$ cat src/rtl/thru_wire_arbiter.sv
// Round-robin arbiter sharing one ThruWire echo channel between N requesters.
// Ports: clk, rst_n; req_valid/req_data/req_ready (requesters); wire_in/wire_out
// (ThruWire); out_valid/out_data/out_id/out_ready (registered beat); busy; err_mismatch.
module thru_wire_arbiter #(
    parameter int N = 4,
    parameter int W = 1,
    parameter int MAX_BURST = 2,
    localparam int IDW = (N > 1) ? $clog2(N) : 1
) (
    input  logic           clk,
    input  logic           rst_n,
    input  logic [N-1:0]   req_valid,
    input  logic [N*W-1:0] req_data,
    output logic [N-1:0]   req_ready,
    output logic [W-1:0]   wire_in,
    input  logic [W-1:0]   wire_out,
    output logic           out_valid,
    output logic [W-1:0]   out_data,
    output logic [IDW-1:0] out_id,
    input  logic           out_ready,
    output logic           busy,
    output logic           err_mismatch
);

    localparam int CW = $clog2(MAX_BURST + 1);

    typedef enum logic {
        IDLE   = 1'b0,
        LOCKED = 1'b1
    } state_t;

    state_t         state, state_n;
    logic [IDW-1:0] ptr, ptr_n;
    logic [IDW-1:0] owner, owner_n;
    logic [CW-1:0]  cnt, cnt_n;
    logic [IDW-1:0] gnt;
    logic           gnt_vld;
    logic           hold;
    logic           can_accept;
    logic           xfer;

    function automatic logic [IDW-1:0] wrap_inc(input logic [IDW-1:0] x);
        if (int'(x) >= N - 1) return '0;
        return x + IDW'(1);
    endfunction

    // Slot k positions after ptr in the rotating priority order.
    function automatic logic [IDW-1:0] rot(input logic [IDW-1:0] p, input int k);
        int j;
        j = int'(p) + k;
        if (j >= N) j = j - N;
        return IDW'(j);
    endfunction

    assign can_accept = !out_valid || out_ready;
    assign hold       = (state == LOCKED) && req_valid[owner];
    assign busy       = (state == LOCKED);
    assign xfer       = gnt_vld && can_accept;

    // Grant: the lock owner keeps the wire while it stays valid,
    // otherwise scan from ptr as if idle.
    always_comb begin
        gnt_vld = 1'b0;
        gnt     = '0;
        if (hold) begin
            gnt_vld = 1'b1;
            gnt     = owner;
        end else begin
            for (int k = 0; k < N; k++) begin
                if (!gnt_vld && req_valid[rot(ptr, k)]) begin
                    gnt_vld = 1'b1;
                    gnt     = rot(ptr, k);
                end
            end
        end
    end

    always_comb begin
        req_ready = '0;
        wire_in   = '0;
        if (gnt_vld) begin
            wire_in = req_data[int'(gnt)*W +: W];
            if (can_accept) req_ready[gnt] = 1'b1;
        end
    end

    always_comb begin
        state_n = state;
        ptr_n   = ptr;
        owner_n = owner;
        cnt_n   = cnt;
        if (hold) begin
            if (xfer) begin
                if (int'(cnt) + 1 >= MAX_BURST) begin
                    state_n = IDLE;
                    ptr_n   = wrap_inc(owner);
                end else begin
                    cnt_n = cnt + CW'(1);
                end
            end
        end else begin
            // Owner dropped valid: release, then treat this cycle as idle.
            if (state == LOCKED) begin
                state_n = IDLE;
                ptr_n   = wrap_inc(owner);
            end
            if (xfer) begin
                if (MAX_BURST == 1) begin
                    ptr_n = wrap_inc(gnt);
                end else begin
                    state_n = LOCKED;
                    owner_n = gnt;
                    cnt_n   = CW'(1);
                end
            end
        end
    end

    always_ff @(posedge clk or negedge rst_n) begin
        if (!rst_n) begin
            state <= IDLE;
            ptr   <= '0;
            owner <= '0;
            cnt   <= '0;
        end else begin
            state <= state_n;
            ptr   <= ptr_n;
            owner <= owner_n;
            cnt   <= cnt_n;
        end
    end

    always_ff @(posedge clk or negedge rst_n) begin
        if (!rst_n) begin
            out_valid    <= 1'b0;
            out_data     <= '0;
            out_id       <= '0;
            err_mismatch <= 1'b0;
        end else begin
            if (xfer) begin
                out_valid <= 1'b1;
                out_data  <= wire_out;
                out_id    <= gnt;
                if (wire_out != wire_in) err_mismatch <= 1'b1;
            end else if (out_ready) begin
                out_valid <= 1'b0;
            end
        end
    end

endmodule

$ cat config.mk
export PLATFORM = sky130hd
export DESIGN_NAME = thru_wire_arbiter
export DESIGN_NICKNAME = d
export VERILOG_FILES = /design/src/rtl/thru_wire_arbiter.sv
export SDC_FILE = /design/constraint.sdc
export NUM_CORES = 1
export LEC_CHECK = 0
export CAP_MARGIN = 20
export CORE_MARGIN = 2
export CORE_UTILIZATION = 47
export CTS_CLUSTER_DIAMETER = 200
export DETAILED_ROUTE_END_ITERATION = 16
export GPL_ROUTABILITY_DRIVEN = 0
export PLACE_DENSITY = 0.86
export SLEW_MARGIN = 25
export SYNTH_ARGS = -nofsm -noshare
export SYNTH_HDL_FRONTEND = slang
export SYNTH_SLANG_ARGS = --single-unit
$ cat constraint.sdc
create_clock -name clk -period 2.58 [get_ports clk]
set_input_delay 0.258 -clock clk [delete_from_list [all_inputs] [get_ports clk]]
set_output_delay 0.258 -clock clk [all_outputs]
set_load 0.02 [all_outputs]
# == Word level (Yosys, flattened, before mapping) ==
# Cells that the tools add are included.
# word_totals
register_bits,12
input_bits,12
word_cells,114
# op_classes
n_eq_ne,4
n_mux,59
reduce_logical,18
magnitude_cmp,13
n_shift,1
bitwise,1
n_addsub,10
# op_table
operator,n
$mux W2,24
$mux W1,27
$lt A2 B3 Y1 const B,6
$bmux W1 S2,5
$ge A3 B3 Y1 const B,3
$mux W4,2
$reduce_and A2 Y1,4
$sub A2 B1 Y2 const B,4
$add A2 B1 Y3 const B,2
$add A2 B2 Y3 const B,2
$logic_and A1 B1 Y1,6
$add A2 B1 Y2 const B,2
$logic_not A1 Y1,4
$ne A2 B1 Y1 const B,2
$reduce_bool A2 Y1,2
$shiftx A4 B3 Y1,1
$ge A2 B3 Y1 const B,1
$ge A3 B2 Y1 const B,1
$reduce_and A3 Y1,1
$demux W1 S2,1
$ge A2 B1 Y1 const B,1
$ge A2 B2 Y1 const B,1
$ne A2 B2 Y1 const B,1
$logic_or A1 B1 Y1,1
other kinds (2),2

# == Depth between registers and ports, before layout ==
# logic_depth
word_depth,27
mapped_depth,8

# == Worst setup path after synthesis ==
# Ideal clock, no wire load.
# synth_path
kind,reg-to-output
startpoint,reg owner[0]
endpoint,out wire_in
path_stages_with_launch,7
arrival_ps,1983
path_slack_ps,339
cell_sequence,dfrtp_1 > mux2_2 > o2bb2ai_2 > and2_1 > a31oi_4 > mux2i_1 > nor2b_1
# synth_between
elab_chain_cells,6
word_cells_on_any_way,7
# synth_lines
item,line_no,text
start: declaration,34,"logic [IDW-1:0] owner, owner_n;"
start signal: assignment,128,owner <= owner_n;
$bmux W1 S2,56,assign hold = (state == LOCKED) && req_valid[owner];
$mux W1 (implied by the code),56,
$logic_and A1 B1 Y1,56,
$mux W2,65,if (hold) begin
$shiftx A4 B3 Y1,82,wire_in = req_data[int'(gnt)*W +: W];
$mux W1 *,81,if (gnt_vld) begin
end: declaration,15,"output logic [W-1:0] wire_in,"
# Every way passes the cells marked *; elsewhere a longest branch is shown, timed or not. The select of a mux whose other input is x is not followed.

# == Final worst setup path ==
# layout_path
startpoint,in req_valid[3]
endpoint,out wire_in
# layout_between
elab_chain_cells,18
word_cells_on_any_way,32
# layout_lines
item,line_no,text
start: declaration,12,"input logic [N-1:0] req_valid,"
$bmux W1 S2,70,"if (!gnt_vld && req_valid[rot(ptr, k)]) begin"
$mux W1 (implied by the code),70,
$mux W1,70,
$mux W1,65,
$logic_not A1 Y1,70,
$logic_and A1 B1 Y1,70,
$mux W1,70,
$mux W1,65,
[2 not listed],n/a,
$mux W1,70,
$mux W1,65,
$logic_not A1 Y1,70,
$logic_and A1 B1 Y1,70,
$mux W2,70,
$mux W2,65,
$shiftx A4 B3 Y1,82,
$mux W1 *,81,
# Marks and branches as above.

==> flow_metrics.tcl <==
set metrics [dict create \
    clk_latency_ns 0.28 \
    drtIter0Drc 11 \
    firstDrtPassIters 4 \
    num_rows 15 \
    vias_per_cell 5.34 \
    grt_pass1_vias 900 \
    cts_tree "done" \
    die_x_um 47.1 \
    status "finished, final reports clean" \
    syn_nets 101 \
    io_buffers 22 \
    fin_cells 162 \
    setup_ws_ns 0.0409 \
    ys_seq_area_frac 0.344 \
    die_area_um2 2220 \
    start_kind "input pin" \
    synth_cells 87 \
    min_path_type "input pin to asynchronous set/reset pin" \
    worst_slew_pin_slew_ns 0.553 \
    grt_pass1_wl_um 3800 \
    cts.clk_slew.worst_paths_ns 0.09 \
    ant_nets 0 \
    cts_buffer_depth 2 \
    syn_area_um2 873 \
    ys_ff_latch 12 \
    required_ns 2.32 \
    finClkSkew_ns 0.00480 \
    place_ws_ns -0.488 \
    cts_root_buf "clkbuf_4" \
    fillers 131 \
    cts_buffers 3 \
    path_class "input pin to output port" \
    start_util 0.500 \
    ys_types 39 \
    drv_cap 0 \
    leakagePower_nw 0.614 \
    hold_viol 0 \
    grt_max_degree 13 \
    ys_warn_count 0 \
    place_hpwl_um 1780 \
    drc 0 \
    ff2ff_setup_slack_ns 0.30 \
    crit_arrival_ns 2.28 \
    critPathMaxFanout 5 \
    reg2reg_from "ptr[0]$_DFFE_PN0P_" \
    post-place-cells 152 \
    wl_per_cell_um 14.6 \
    setup_viol_count_final 0 \
    antenna_found_initial 0 \
    avgSynthCellArea_um2 10.0 \
    core_area_um2 1750 \
    maxSlewViolCount 0 \
    fmax_mhz 394 \
    die_h_um 47.1 \
    grt.overflow.total 0 \
    period_needed_ns 2.54 \
    tns_ns 0 \
    antenna_cells 0 \
    syn_to_final_growth_pct 53.6 \
    io-pin-count 23 \
    drive_gt1_frac 0.343 \
    hold_buffers 0 \
    nets 152 \
    drt-total-wl_um 2360 \
    grt.total_usage 0.246 \
    period_share 0.984 \
    slew_headroom 0.630 \
    ir_worst_vdd_mv 0.610 \
    p_per_area_nw_per_um2 1100 \
    critPathLaunch "req_valid[3]" \
    num_vias 865 \
    cts_sinks 12 \
    endpoint_kind "output port" \
    htree_levels 1 \
]
[sequential cells by signal, summed over array words and instances (netlist names)]
name,count
out_valid,1
cnt,2
ptr,2
owner,2
err_mismatch,1
busy,1
out_id,2
out_data,1
[per-stage QoR]
stage	instance area, um2	hold WS (ns)	power (mW)	util
finish	1340	0.326	1.48	0.768
global route	1340	0.375	1.57	0.768
CTS	1300	0.340	1.40	0.744
detailed placement	1260	0.456	1.26	0.721
floorplan	873	-0.0376	0.859	-
global placement	1260	0.440	1.22	0.721
[worst max-delay path: stages]
cell and delay, ns:
clkdlybuf4s50_1 0.42, buf_4 0.16, mux4_1 0.53, nor3b_4 0.33, buf_4 0.18, buf_4 0.10, buf_4 0.10, nor2b_2 0.04
buf_2 0.15
[kinds of logic after synthesis]
logic type,synth area share
AO/OA/AOI/OAI,0.213
XOR/XNOR,0.0100
adder cells (fa/ha/maj),0.0286
buffers and inverters,0.0444
flip-flops,0.344
multiplexers,0.150
AND/OR/NAND/NOR,0.209
[final timing paths]
path,cells past startpoint,end
setup / recovery,9,wire_in
hold reg to reg,1,err_mismatch$_DFFE_PN0P_
max in group asynchronous,1,ptr[0]$_DFFE_PN0P_
hold / removal,1,err_mismatch$_DFFE_PN0P_
setup reg to reg,9,owner[0]$_DFFE_PN0P_
min in group clk,1,err_mismatch$_DFFE_PN0P_
[placed cells by master, fill, tap and decap left out, types with 3 or more instances in the layout]
cell | netlist | final
dfrtp_1 | 12 | 10
clkbuf_4 | 0 | 3
mux2i_1 | 6 | 5
nand2_1 | 4 | 4
a21oi_1 | 3 | 3
o21ai_0 | 3 | 3
inv_1 | 6 | 6
clkdlybuf4s50_1 | 0 | 14
nor2b_1 | 5 | 4
buf_4 | 0 | 27
nor2_1 | 9 | 7
[per-layer routing]
layer  share of wire  global-route usage  up-vias
met5               0                   0        -
met4          0.0089              0.0833        0
met3           0.029              0.0346        4
met2            0.56               0.466       18
met1            0.40               0.280      421
li1                -                   -      422
[Yosys cell counts]
master,number,area share
mux2_2,2,0.026
a21oi_1,3,0.017
a311o_1,1,0.011
xor2_1,1,0.010
or2b_1,1,0.0086
a32oi_1,1,0.010
o21a_1,1,0.0086
a21o_1,2,0.017
nand2b_1,2,0.014
a31o_1,1,0.010
mux4_1,1,0.030
nor2b_1,5,0.036
or3_1,1,0.0072
nand2_1,4,0.017
mux2_1,2,0.026
a22o_1,1,0.010
a31oi_4,1,0.024
o21ai_0,3,0.017
nand2_2,1,0.0072
or2_1,1,0.0072
o31ai_1,1,0.0086
and2_1,2,0.014
nor2_1,9,0.039
nor3_1,1,0.0057
nor3b_1,1,0.0086
ha_1,2,0.029
and3_1,2,0.014
o2bb2ai_2,1,0.017
mux2i_1,6,0.069
a32oi_4,1,0.032
or4_1,1,0.0086
o22ai_1,1,0.0072
buf_6,1,0.013
o21ai_1,2,0.011
inv_1,6,0.026
nor3b_4,1,0.021
a221o_1,1,0.011
buf_2,1,0.0057
dfrtp_1,12,0.34
[repair_timing]
action                     in CTS  in global routing
setup endpoints to repair       5                  5
resized for setup              15                 12
buffers inserted                1                  5
pin swaps                       2                  3
[report_power, final]
part | internal [mW] | switching, mW | leakage, nW | total (mW)
logic | 0.532 | 0.466 | 0.460 | 0.998
clock network | 0.0859 | 0.0718 | 0.0210 | 0.158
registers | 0.253 | 0.0701 | 0.134 | 0.323
[final cells by class]
type	instances	area (um2)	area share
clock buffer	4	36.3	0.0271
tap	25	31.3	0.0233
sequential	12	303	0.226
multi-input combinational	67	551	0.410
timing repair buffer	48	398	0.297
inverter	6	22.5	0.0168
(Power assumes the default switching activity.)
